`src/rtl/pipeline_skid_register_if.sv`:
```
// Valid/ready handshake bundle for the skid register.
// master: producer/consumer side (bench); slave: the register.
interface pipeline_skid_register_if #(
  parameter int WIDTH = 64
);
  logic             in_valid;
  logic             in_ready;
  logic [WIDTH-1:0] in_data;
  logic             out_valid;
  logic             out_ready;
  logic [WIDTH-1:0] out_data;

  modport master (
    output in_valid,
    output in_data,
    output out_ready,
    input  in_ready,
    input  out_valid,
    input  out_data
  );

  modport slave (
    input  in_valid,
    input  in_data,
    input  out_ready,
    output in_ready,
    output out_valid,
    output out_data
  );
endinterface

```
`src/rtl/pipeline_skid_register.sv`:
```
// Two-entry skid register: main (head) + skid, flush with drop counter.
// Ports: clk, reset (async high), flush, bus (slave), occupancy, flush_drop_count.
module pipeline_skid_register #(
  parameter int WIDTH     = 64,
  parameter int CNT_WIDTH = 8
) (
  input  logic                 clk,
  input  logic                 reset,
  input  logic                 flush,
  pipeline_skid_register_if.slave bus,
  output logic [1:0]           occupancy,
  output logic [CNT_WIDTH-1:0] flush_drop_count
);

  typedef enum logic [1:0] {
    EMPTY = 2'd0,
    ONE   = 2'd1,
    TWO   = 2'd2
  } state_t;

  localparam int SW = CNT_WIDTH + 2;
  localparam logic [CNT_WIDTH-1:0] CNT_MAX = '1;

  state_t               state;
  logic [WIDTH-1:0]     main_q;
  logic [WIDTH-1:0]     skid_q;
  logic                 in_ready_q;
  logic                 out_valid_q;
  logic [1:0]           occ_q;
  logic [CNT_WIDTH-1:0] cnt_q;

  logic                 accept;
  logic                 drain;
  logic [1:0]           drop;
  logic [SW-1:0]        sum;
  logic [CNT_WIDTH-1:0] cnt_next;

  assign accept = bus.in_valid & in_ready_q;
  assign drain  = out_valid_q & bus.out_ready;

  // A beat drained in the flush cycle was delivered, so it is not dropped.
  assign drop = occ_q + {1'b0, accept} - {1'b0, drain};
  assign sum  = {2'b00, cnt_q} + {{(SW-2){1'b0}}, drop};

  always_comb begin
    cnt_next = sum[CNT_WIDTH-1:0];
    if (sum > {2'b00, CNT_MAX}) begin
      cnt_next = CNT_MAX;
    end
  end

  assign bus.in_ready      = in_ready_q;
  assign bus.out_valid     = out_valid_q;
  assign bus.out_data      = main_q;
  assign occupancy         = occ_q;
  assign flush_drop_count  = cnt_q;

  always_ff @(posedge clk or posedge reset) begin
    if (reset) begin
      state       <= EMPTY;
      main_q      <= '0;
      skid_q      <= '0;
      in_ready_q  <= 1'b1;
      out_valid_q <= 1'b0;
      occ_q       <= 2'd0;
      cnt_q       <= '0;
    end else if (flush) begin
      state       <= EMPTY;
      main_q      <= '0;
      skid_q      <= '0;
      in_ready_q  <= 1'b1;
      out_valid_q <= 1'b0;
      occ_q       <= 2'd0;
      cnt_q       <= cnt_next;
    end else begin
      unique case (state)
        EMPTY: begin
          if (accept) begin
            state       <= ONE;
            main_q      <= bus.in_data;
            out_valid_q <= 1'b1;
            occ_q       <= 2'd1;
          end
        end
        ONE: begin
          unique case (1'b1)
            (accept & drain): begin
              main_q <= bus.in_data;
            end
            (accept & ~drain): begin
              state      <= TWO;
              skid_q     <= bus.in_data;
              in_ready_q <= 1'b0;
              occ_q      <= 2'd2;
            end
            (~accept & drain): begin
              // Clear head so out_data reads 0 while empty.
              state       <= EMPTY;
              main_q      <= '0;
              out_valid_q <= 1'b0;
              occ_q       <= 2'd0;
            end
            default: ;
          endcase
        end
        TWO: begin
          if (drain) begin
            state      <= ONE;
            main_q     <= skid_q;
            in_ready_q <= 1'b1;
            occ_q      <= 2'd1;
          end
        end
        default: begin
          state       <= EMPTY;
          main_q      <= '0;
          skid_q      <= '0;
          in_ready_q  <= 1'b1;
          out_valid_q <= 1'b0;
          occ_q       <= 2'd0;
        end
      endcase
    end
  end

endmodule

```
`src/flat_wrapper.sv`:
```
// flat-port wrapper written by rule: the top's interface ports become plain ports
module pipeline_skid_register_flat 
#(
  parameter int WIDTH     = 64,
  parameter int CNT_WIDTH = 8
)
  (clk, reset, flush, occupancy, flush_drop_count, bus_in_valid, bus_in_data, bus_out_ready, bus_in_ready, bus_out_valid, bus_out_data);
  pipeline_skid_register_if #(.WIDTH(WIDTH)) bus_i ();
  input  logic clk;
  input  logic reset;
  input  logic flush;
  output logic [1:0] occupancy;
  output logic [CNT_WIDTH-1:0] flush_drop_count;
  input wire logic [$bits(bus_i.in_valid)-1:0] bus_in_valid;
  input wire logic [$bits(bus_i.in_data)-1:0] bus_in_data;
  input wire logic [$bits(bus_i.out_ready)-1:0] bus_out_ready;
  output wire logic [$bits(bus_i.in_ready)-1:0] bus_in_ready;
  output wire logic [$bits(bus_i.out_valid)-1:0] bus_out_valid;
  output wire logic [$bits(bus_i.out_data)-1:0] bus_out_data;
  assign bus_i.in_valid = bus_in_valid;
  assign bus_i.in_data = bus_in_data;
  assign bus_i.out_ready = bus_out_ready;
  assign bus_in_ready = bus_i.in_ready;
  assign bus_out_valid = bus_i.out_valid;
  assign bus_out_data = bus_i.out_data;
  pipeline_skid_register #(.WIDTH(WIDTH), .CNT_WIDTH(CNT_WIDTH)) u_core (.clk(clk), .reset(reset), .flush(flush), .bus(bus_i), .occupancy(occupancy), .flush_drop_count(flush_drop_count));
endmodule
```
`config.mk`:
```
export PLATFORM = sky130hd
export DESIGN_NAME = pipeline_skid_register_flat
export DESIGN_NICKNAME = d
export VERILOG_FILES = /design/src/rtl/pipeline_skid_register_if.sv /design/src/rtl/pipeline_skid_register.sv /design/src/flat_wrapper.sv
export SDC_FILE = /design/constraint.sdc
export NUM_CORES = 1
export LEC_CHECK = 0
export ABC_AREA = 1
export CAP_MARGIN = 25
export CORE_MARGIN = 2
export CORE_UTILIZATION = 52
export DETAILED_ROUTE_END_ITERATION = 12
export HOLD_SLACK_MARGIN = 0.05
export PLACE_DENSITY = 0.84
export SETUP_SLACK_MARGIN = 0.5
export SLEW_MARGIN = 20
export SYNTH_ARGS = -nofsm -noshare
export SYNTH_HDL_FRONTEND = slang
export SYNTH_SLANG_ARGS = --single-unit
```
`constraint.sdc`:
```
create_clock -name clk -period 6.3 [get_ports clk]
set_input_delay 0.945 -clock clk [delete_from_list [all_inputs] [get_ports clk]]
set_output_delay 0.945 -clock clk [all_outputs]
set_load 0.02 [all_outputs]
```
Word-level counts from Yosys, hierarchy flattened
Cells that the tools add are included.
{ "classes": {"addsub": 3, "n_eq_ne": 11, "muxes": 22, "bitwise_logic": 7, "n_reduce_logical": 7, "order_cmp": 1} }
{ "op_table": {"columns": ["op", "n"], "rows": [
  ["$mux W64", 5],
  ["$pmux W64 S2", 2],
  ["$pmux W64 S3", 1],
  ["$ne A3 B2 Y1 const B", 4],
  ["$reduce_and A3 Y1", 4],
  ["$gt A10 B8 Y1 const B", 1],
  ["$add A8 B2 Y9", 1],
  ["$mux W8", 1],
  ["$ne A4 B2 Y1 const B", 2],
  ["$mux W1", 6],
  ["$mux W2", 3],
  ["$pmux W1 S3", 2],
  ["$pmux W2 S3", 1],
  ["$and A1 B1 Y1", 5],
  ["$ne A2 B2 Y1 const B", 2],
  ["$pmux W2 S2", 1],
  ["$add A2 B1 Y2", 1],
  ["$eq A2 B1 Y1 const B", 1],
  ["$eq A2 B2 Y1 const B", 1],
  ["$logic_not A2 Y1", 1],
  ["$ne A2 B1 Y1 const B", 1],
  ["$not A1 Y1", 2],
  ["$reduce_and A2 Y1", 1],
  ["$reduce_or A2 Y1", 1],
  ["$sub A2 B1 Y2", 1]
]} }
{ "totals": {"output_inout_bits": 76, "inputBits": 69, "wordCells": 57, "reg_bits": 140} }

Logic depth before layout (Yosys ltp)
Gate-level depths: netlist of the first run.
{ "logic_depth": {"word_depth": 6, "ltp_mapped": 14, "ltp_nobuf": 14} }

Worst setup path before layout of the first run
Ideal clock, no wire load.
{ "synth_path": {"path_type": "in2reg", "start": "input bus_out_ready", "end": "register u_core.cnt_q[7] (netlist: u_core.flush_drop_count[7])", "setup_time_ps": 75, "slack_ps": 3223, "arrival_ps": 3003, "path_buffers": 0, "t_required_ps": 6225, "cell_stages": 13, "cell_sequence": "nand2_1 -> inv_1 -> ha_1 -> inv_1 -> ha_1 -> xor2_1 -> xor2_1 -> fa_1 -> inv_1 -> nand2_1 -> nor2_1 -> nand4_1 -> nand3_1"} }
{ "synth_via": {"elab_chain_len": 5} }
{ "synth_rtl": {"columns": ["item", "line_no", "text"], "rows": [
  ["from (decl)", "flat_wrapper.sv:16", "input wire logic [$bits(bus_i.out_ready)-1:0] bus_out_ready;"],
  ["$and A1 B1 Y1 *", "pipeline_skid_register.sv:39", "assign drain = out_valid_q & bus.out_ready;"],
  ["$sub A2 B1 Y2 *", "pipeline_skid_register.sv:42", "assign drop = occ_q + {1'b0, accept} - {1'b0, drain};"],
  ["$add A8 B2 Y9 *", "pipeline_skid_register.sv:43", "assign sum = {2'b00, cnt_q} + {{(SW-2){1'b0}}, drop};"],
  ["$gt A10 B8 Y1", "pipeline_skid_register.sv:47", "if (sum > {2'b00, CNT_MAX}) begin"],
  ["$mux W8 *", "pipeline_skid_register.sv:47", null],
  ["to (signal assigned)", "pipeline_skid_register.sv:74", "cnt_q <= cnt_next;"],
  ["to (decl)", "pipeline_skid_register.sv:30", "logic [CNT_WIDTH-1:0] cnt_q;"]
]} }
Every way passes the cells marked *; elsewhere a longest branch is shown, timed or not.
A chain may end at the register's enable or synchronous reset.

Worst setup path in the final report of the first run
{ "layout_path": {"start": "input bus_out_ready", "end": "register u_core.cnt_q[5] (netlist: u_core.flush_drop_count[5])"} }
The elaborated chain is that of the path after synthesis.

==> results of run 1 <==
## worst paths after layout
check,startpoint,end,cells past startpoint
setup reg to reg,u_core.state[0]$_DFFE_PP0P_,u_core.bus.out_data[55]$_DFFE_PP0P_,8
max in group asynchronous,reset,u_core.skid_q[44]$_DFFE_PP0P_,3
setup / recovery,bus_out_ready,u_core.flush_drop_count[5]$_DFFE_PP0P_,14
hold / removal,u_core.bus.in_ready$_DFFE_PP1P_,u_core.bus.in_ready$_DFFE_PP1P_,2
hold reg to reg,u_core.bus.in_ready$_DFFE_PP1P_,u_core.bus.in_ready$_DFFE_PP1P_,2
min in group asynchronous,reset,u_core.bus.out_data[23]$_DFFE_PP0P_,2
## synthesized netlist by cell type (5+ instances only)
library cell | instances | area [µm²]
nand3_1 | 139 | 696
inv_1 | 19 | 71.3
clkbuf_1 | 34 | 128
buf_1 | 10 | 37.5
a21oi_1 | 64 | 320
ha_1 | 6 | 75.1
o21ai_1 | 11 | 55.1
nand4_1 | 70 | 438
dfrtp_1 | 139 | 3480
buf_2 | 30 | 150
nor2_1 | 8 | 30.0
o21ai_0 | 57 | 285
nand2_1 | 283 | 1060
buf_6 | 5 | 56.3
## critical path: stages
cell             delay, ns
clkdlybuf4s50_1       0.39
nand2_1               0.17
inv_1                 0.11
ha_1                  0.28
inv_1                 0.04
ha_1                  0.18
xor2_1                0.17
xor2_1                0.21
fa_1                  0.37
inv_1                 0.08
nand2_1               0.05
nor2_1                0.23
nand4_1               0.31
nand3_1               0.18
## registers in the layout, indices dropped and copies added (netlist names)
| name | cells |
|---|---|
| u_core.bus.in_ready | 1 |
| u_core.bus.out_data | 64 |
| u_core.bus.out_valid | 1 |
| u_core.flush_drop_count | 8 |
| u_core.skid_q | 64 |
| u_core.state | 2 |
## per-layer routing
metal  track usage  vias to the layer above
met4         0.124                        0
li1              -                     3229
met2         0.474                      334
met1         0.367                     3319
met5             0                        -
met3        0.0587                       30
## cell families after synthesis
| logic type | Yosys count | share of synthesized area |
|---|---|---|
| and+or+nand+nor | 510 | 0.328 |
| AOI/OAI and AO/OA | 133 | 0.0940 |
| xor gates and xnor gates | 5 | 0.00616 |
| adders and majority gates | 7 | 0.0134 |
| DFF | 140 | 0.493 |
| buffers and inverters | 102 | 0.0657 |
## placed cells by master, fill, tap and decap left out, types with 2 or more instances in the layout
| cell type | Yosys | layout |
|---|---|---|
| a21oi_1 | 64 | 64 |
| buf_4 | 2 | 8 |
| bufinv_16 | 0 | 2 |
| clkbuf_16 | 0 | 17 |
| clkbuf_8 | 0 | 2 |
| clkdlybuf4s50_1 | 0 | 143 |
| clkinv_2 | 1 | 7 |
| clkinvlp_4 | 0 | 3 |
| dfrtp_1 | 139 | 138 |
| ha_1 | 6 | 5 |
| inv_1 | 19 | 15 |
| inv_2 | 1 | 2 |
| inv_4 | 0 | 2 |
| nand2_1 | 283 | 282 |
| nand3_1 | 139 | 139 |
| nand3_2 | 2 | 2 |
| nand3b_1 | 2 | 2 |
| nand4_1 | 70 | 70 |
| nor2_1 | 8 | 8 |
| nor2_4 | 1 | 2 |
| o21ai_0 | 57 | 57 |
| o21ai_1 | 11 | 11 |
| xor2_1 | 4 | 4 |
## metrics by stage
| step | worst slack, ns | power (mW) |
|---|---|---|
| after floorplan | 1.60 | 2.62 |
| after global placement | 2.58 | 3.35 |
| after detailed placement | 2.48 | 3.38 |
| after CTS | 2.92 | 4.37 |
| after global routing | 2.69 | 4.63 |
| final | 2.93 | 4.35 |
## power by group through the flow
stage / Clock, mW / Sequential, mW / Combinational [mW]
floorplan: 0 / 1.64 / 0.982
global placement: 0 / 1.36 / 1.98
detailed placement: 0 / 1.37 / 2.01
CTS: 0.983 / 1.36 / 2.03
global route: 1.03 / 1.40 / 2.21
finish: 0.974 / 1.36 / 2.02
## layout make-up
class	count	area [µm²]	area share
Sequential cell	140	3510	0.387
Inverter	21	90.1	0.00994
Clock inverter	12	121	0.0134
Multi-Input combinational cell	655	3150	0.348
Timing Repair Buffer	153	1520	0.167
Tap cell	176	220	0.0243
Clock buffer	20	457	0.0504
==> insert_results.sql, run 1 <==
INSERT INTO impl_metrics (metric_group, metric, value, unit) VALUES
('run_status', 'run_status', 'finished, final reports clean', ''),
('power_and_ir_drop', 'p_seq_frac', '0.312', ''),
('power_and_ir_drop', 'switching_power', '1.85', 'mW'),
('final_layout', 'antennaDiodeCount', '0', ''),
('routing', 'routed_wire_length_on_met3', '1560', 'µm'),
('placement', 'globalplace.congestion', '0.795', ''),
('cts', 'clock-root-buffer', 'clkbuf_16', ''),
('floorplan', 'placeableCoreArea', '0.0133', 'mm²'),
('placement', 'post-place-cells', '1145', ''),
('floorplan', 'die-area', '0.0146', 'mm²'),
('final_layout', 'final_cell_count_no_fill', '1177', ''),
('cts', 'hold_buffers', '0', ''),
('global_routing', 'grt_pass1_wl', '33400', 'µm'),
('routing', 'dr.max_layer_used', 'met4', ''),
('routing', 'met2WireLength', '9650', 'µm'),
('global_routing', 'gr-usage-all-layers', '0.287', ''),
('synth', 'postSynthNetCount', '973', ''),
('routing', 'post_drt_wl_per_cell', '16.8', 'µm'),
('cts', 'postCtsSetupRepairBufs', '0', ''),
('power_and_ir_drop', 'share_of_total_power_consumed_by_net_switching', '0.425', ''),
('cts', 'cts.reportedPaths.clkPinSlew', '0.06', 'ns'),
('routing', 'antenna_violating_nets_post_route', '0', ''),
('timing', 'hold_viol_final', '0', ''),
('routing', 'met1_wire_length', '8210', 'µm'),
('global_routing', 'grt_antenna_before_repair', '0', ''),
('routing', 'totalWireLength', '19800', 'µm'),
('floorplan', 'die_w', '121', 'µm'),
('routing', 'detailedRoute.firstIterationViolations', '780', ''),
('final_layout', 'finish.utilization', '0.682', ''),
('worst_setup_path', 'setup.worst_path.start_class', 'input pin', ''),
('synth', 'synthesis.yosys.warnings', '0', ''),
('routing', 'drt-vias-per-instance', '5.87', ''),
('timing', 'drv_slew', '0', ''),
('cts', 'cts.sinks', '140', ''),
('power_and_ir_drop', 'power.density_cell_area', '480', 'mW/mm²'),
('power_and_ir_drop', 'combinationalPowerShare', '0.464', ''),
('cts', 'clock_insertion_delay_worst_skew', '0.42', 'ns'),
('floorplan', 'design.portCount', '145', ''),
('timing', 'period_share', '0.534', ''),
('final_layout', 'layout-area-overhead-vs-synth', '27.5', '%'),
('global_routing', 'first_global_vias', '6964', ''),
('timing', 'timing.hold.ws', '0.469', 'ns'),
('power_and_ir_drop', 'ir_drop', '317', 'µV'),
('final_layout', 'fin_nets', '1064', ''),
('timing', 'worst-slew-pin-transition', '0.901', 'ns'),
('global_routing', 'grt_remaining_overflow', '0', ''),
('worst_setup_path', 'timing_worst_setup_path_type', 'in -> reg', ''),
('synth', 'synth-async-reset-ratio', '1.00', ''),
('timing', 'unrepaired_setup_endpoints_after_global_routing', 'no', ''),
('floorplan', 'starting_density', '0.535', ''),
('synth', 'yosys_register_bits', '140', ''),
('cts', 'cts.path.max_buffers', '2', ''),
('floorplan', 'die_height', '121', 'µm'),
('placement', 'hpwlAfterDp', '10900', 'µm'),
('cts', 'cts_resized', '0', ''),
('timing', 'finalCriticalPeriod', '3.37', 'ns'),
('routing', 'detailedRoute.firstPassIterationCount', '5', ''),
('floorplan', 'num_rows', '42', ''),
('synth', 'synth-edff-count', '0', ''),
('worst_setup_path', 'critical_path.max_fanout', '7', ''),
('final_layout', 'final_layout_size_suffix_gt1_frac', '0.0589', ''),
('routing', 'dr_total_vias', '6912', ''),
('power_and_ir_drop', 'clock_power_share', '0.224', ''),
('synth', 'syn_area_per_cell', '7.92', 'µm²'),
('worst_setup_path', 'worst_ep_arrival_time', '3.72', 'ns'),
('worst_setup_path', 'worst_setup_path_end_kind', 'register', ''),
('synth', 'yosysSeqAreaShare', '0.493', ''),
('run', 'max_cap_viol_count', '0', ''),
('placement', 'placement.io_buffers', '144', ''),
('placement', 'placed_cell_area', '0.00848', 'mm²'),
('worst_setup_path', 'regToRegSetupSlack', '3.44', 'ns');
(Power assumes the default switching activity.)
==> run 2: changes to the inputs <==
==> constraint.sdc (replaced) <==
create_clock -name clk -period 3.52 [get_ports clk]
set_input_delay 0.528 -clock clk [delete_from_list [all_inputs] [get_ports clk]]
set_output_delay 0.528 -clock clk [all_outputs]
set_load 0.02 [all_outputs]
==> run 2 against run 1 <==
Effect of this change: sequential power rose by 85%; combinational power is 78% higher; via count rose by 1.6%; die area did not move; design area grew 2.1%; critical endpoint unchanged.
==> insert_results.sql, run 2 (same netlist as run 1, synthesis figures left out) <==
INSERT INTO impl_metrics (metric_group, metric, value, unit) VALUES
('cts', 'clock_insertion_delay_worst_skew', '0.41', 'ns'),
('final_layout', 'final_layout_size_suffix_gt1_frac', '0.0663', ''),
('worst_setup_path', 'worstRegToRegCells', '13', ''),
('routing', 'detailedRoute.firstIterationViolations', '669', ''),
('final_layout', 'multi_input_gate_area', '0.00315', 'mm²'),
('final_layout', 'finish.utilization', '0.696', ''),
('worst_setup_path', 'timing.critical_path.required', '3.86', 'ns'),
('power_and_ir_drop', 'power.static_leakage', '4.56', 'nW'),
('power_and_ir_drop', 'ir_drop', '634', 'µV'),
('global_routing', 'grt_antenna_before_repair', '0', ''),
('worst_setup_path', 'worst_ep_arrival_time', '3.17', 'ns'),
('timing', 'report.final.setup_viol', '0', ''),
('cts', 'cts.path.max_buffers', '2', ''),
('final_layout', 'layout-area-overhead-vs-synth', '30.2', '%'),
('cts', 'cts.reportedPaths.clkPinSlew', '0.06', 'ns'),
('floorplan', 'design.portCount', '145', ''),
('run', 'max_cap_viol_count', '0', ''),
('routing', 'route.detailed.drc', '0', ''),
('power_and_ir_drop', 'combinationalPowerShare', '0.441', ''),
('final_layout', 'fill_cells', '1024', ''),
('placement', 'globalplace.congestion', '0.829', ''),
('routing', 'drt-vias-per-instance', '5.92', ''),
('cts', 'postCtsSetupRepairBufs', '0', ''),
('timing', 'skew', '0.0111', 'ns'),
('power_and_ir_drop', 'cellInternalPower', '4.81', 'mW'),
('routing', 'dr_total_vias', '7021', ''),
('power_and_ir_drop', 'clock_power_share', '0.250', ''),
('power_and_ir_drop', 'power.density_cell_area', '880', 'mW/mm²'),
('cts', 'cts_resized', '0', ''),
('timing', 'clock.fmax', '353', 'MHz'),
('final_layout', 'antennaDiodeCount', '0', ''),
('floorplan', 'num_rows', '42', ''),
('global_routing', 'pin_count_of_the_biggest_net_entering_global_routing', '66', ''),
('timing', 'worst-slew-pin-transition', '0.952', 'ns'),
('global_routing', 'grt_remaining_overflow', '0', ''),
('power_and_ir_drop', 'share_of_total_power_consumed_by_net_switching', '0.409', ''),
('routing', 'totalWireLength', '20200', 'µm'),
('power_and_ir_drop', 'p_seq_frac', '0.309', ''),
('cts', 'cts.sinks', '140', ''),
('worst_setup_path', 'critical_path.max_fanout', '7', ''),
('cts', 'tritoncts_clock_tree', 'yes', ''),
('placement', 'hpwlAfterDp', '11800', 'µm'),
('routing', 'detailedRoute.firstPassIterationCount', '8', ''),
('floorplan', 'starting_density', '0.535', ''),
('worst_setup_path', 'worst_setup_path_end_kind', 'register', ''),
('cts', 'cts-buffers-inserted', '17', ''),
('floorplan', 'placeableCoreArea', '0.0133', 'mm²'),
('cts', 'cts_htree_levels', '4', ''),
('floorplan', 'die_height', '121', 'µm'),
('final_layout', 'final_cell_mix', 'nand2_1, clkdlybuf4s50_1, nand3_1', ''),
('timing', 'finalCriticalPeriod', '2.83', 'ns'),
('timing', 'unrepaired_setup_endpoints_after_global_routing', 'no', ''),
('worst_setup_path', 'timing_worst_setup_path_type', 'in -> reg', ''),
('timing', 'drv_slew', '0', ''),
('final_layout', 'sequential_cell_area', '0.00351', 'mm²'),
('global_routing', 'grt_pass1_wl', '32900', 'µm'),
('timing', 'period_share', '0.804', ''),
('cts', 'hold_buffers', '0', ''),
('final_layout', 'fin_nets', '1073', ''),
('placement', 'placement.io_buffers', '144', ''),
('final_layout', 'mostFrequentLayoutCell', 'nand2_1', ''),
('run_status', 'run_status', 'finished, final reports clean', ''),
('routing', 'post_drt_wl_per_cell', '17.0', 'µm'),
('global_routing', 'first_global_vias', '6662', ''),
('floorplan', 'die-area', '0.0146', 'mm²'),
('timing', 'setup-tns-final', '0', 'ns'),
('worst_setup_path', 'setup.worst_path.start_class', 'input pin', ''),
('cts', 'clock-root-buffer', 'clkbuf_16', ''),
('power_and_ir_drop', 'switching_power', '3.33', 'mW'),
('hold_path', 'min-delay-path-class', 'in -> async', ''),
('timing', 'timing.hold.ws', '0.454', 'ns'),
('timing', 'max_slew_margin', '0.364', ''),
('routing', 'antenna_violating_nets_post_route', '0', ''),
('floorplan', 'die_w', '121', 'µm'),
('global_routing', 'gr-usage-all-layers', '0.278', ''),
('timing', 'hold_viol_final', '0', '');
-- run 2: worst paths after layout --
kind                                                startpoint  slack (ns)                                      to
setup / recovery                                 bus_out_ready        0.69  u_core.flush_drop_count[5]$_DFFE_PP0P_
hold / removal                                           reset        0.45           u_core.skid_q[46]$_DFFE_PP0P_
setup reg to reg              u_core.bus.out_valid$_DFFE_PP0P_        0.80  u_core.flush_drop_count[5]$_DFFE_PP0P_
hold reg to reg            u_core.bus.out_data[41]$_DFFE_PP0P_        0.47     u_core.bus.out_data[41]$_DFFE_PP0P_
max in group asynchronous                                reset        2.29           u_core.skid_q[50]$_DFFE_PP0P_
min in group clk           u_core.bus.out_data[41]$_DFFE_PP0P_        0.47     u_core.bus.out_data[41]$_DFFE_PP0P_
-- run 2: stage by stage --
step	power, mW	instance area (µm²)	worst slack, ns	std cells
4_1_cts	8.14	9230	0.692	1185
3_3_place_gp	6.00	8540	0.331	1152
3_5_place_dp	6.09	8560	0.276	1153
6_report	8.14	9250	0.689	1186
2_1_floorplan	4.69	7110	0.776	897
5_1_grt	8.60	9250	0.506	1186
-- run 2: final cells by class --
type | count | area share
timing repair buffer | 162 | 0.175
inverter | 21 | 0.00906
multi-input combinational | 655 | 0.340
clock buffer | 21 | 0.0498
tap | 176 | 0.0238
clock inverter | 11 | 0.0231
sequential | 140 | 0.379
-- run 2: power by group through the flow --
stage,Clock (mW),Sequential [mW],Combinational (mW)
after floorplan,0,2.93,1.76
after detailed placement,0,2.52,3.56
after global routing,2.13,2.58,3.89
after global placement,0,2.52,3.48
final,2.04,2.51,3.59
after CTS,2.05,2.51,3.58
-- run 2: critical path, cell delays in order --
cell and delay (ns):
clkdlybuf4s50_1 0.40, nand2_1 0.16, inv_1 0.11, ha_1 0.28
inv_1 0.04, ha_1 0.18, xor2_1 0.17, xor2_1 0.21
fa_1 0.36, inv_1 0.07, nand2_1 0.05, nor2_1 0.13
nand4_1 0.28, nand3_1 0.20
-- run 2: layer usage --
metal | global-route usage | share of wire
met5 | 0 | 0
met4 | 0.118 | 0.027
met3 | 0.0503 | 0.084
met2 | 0.436 | 0.48
met1 | 0.382 | 0.41
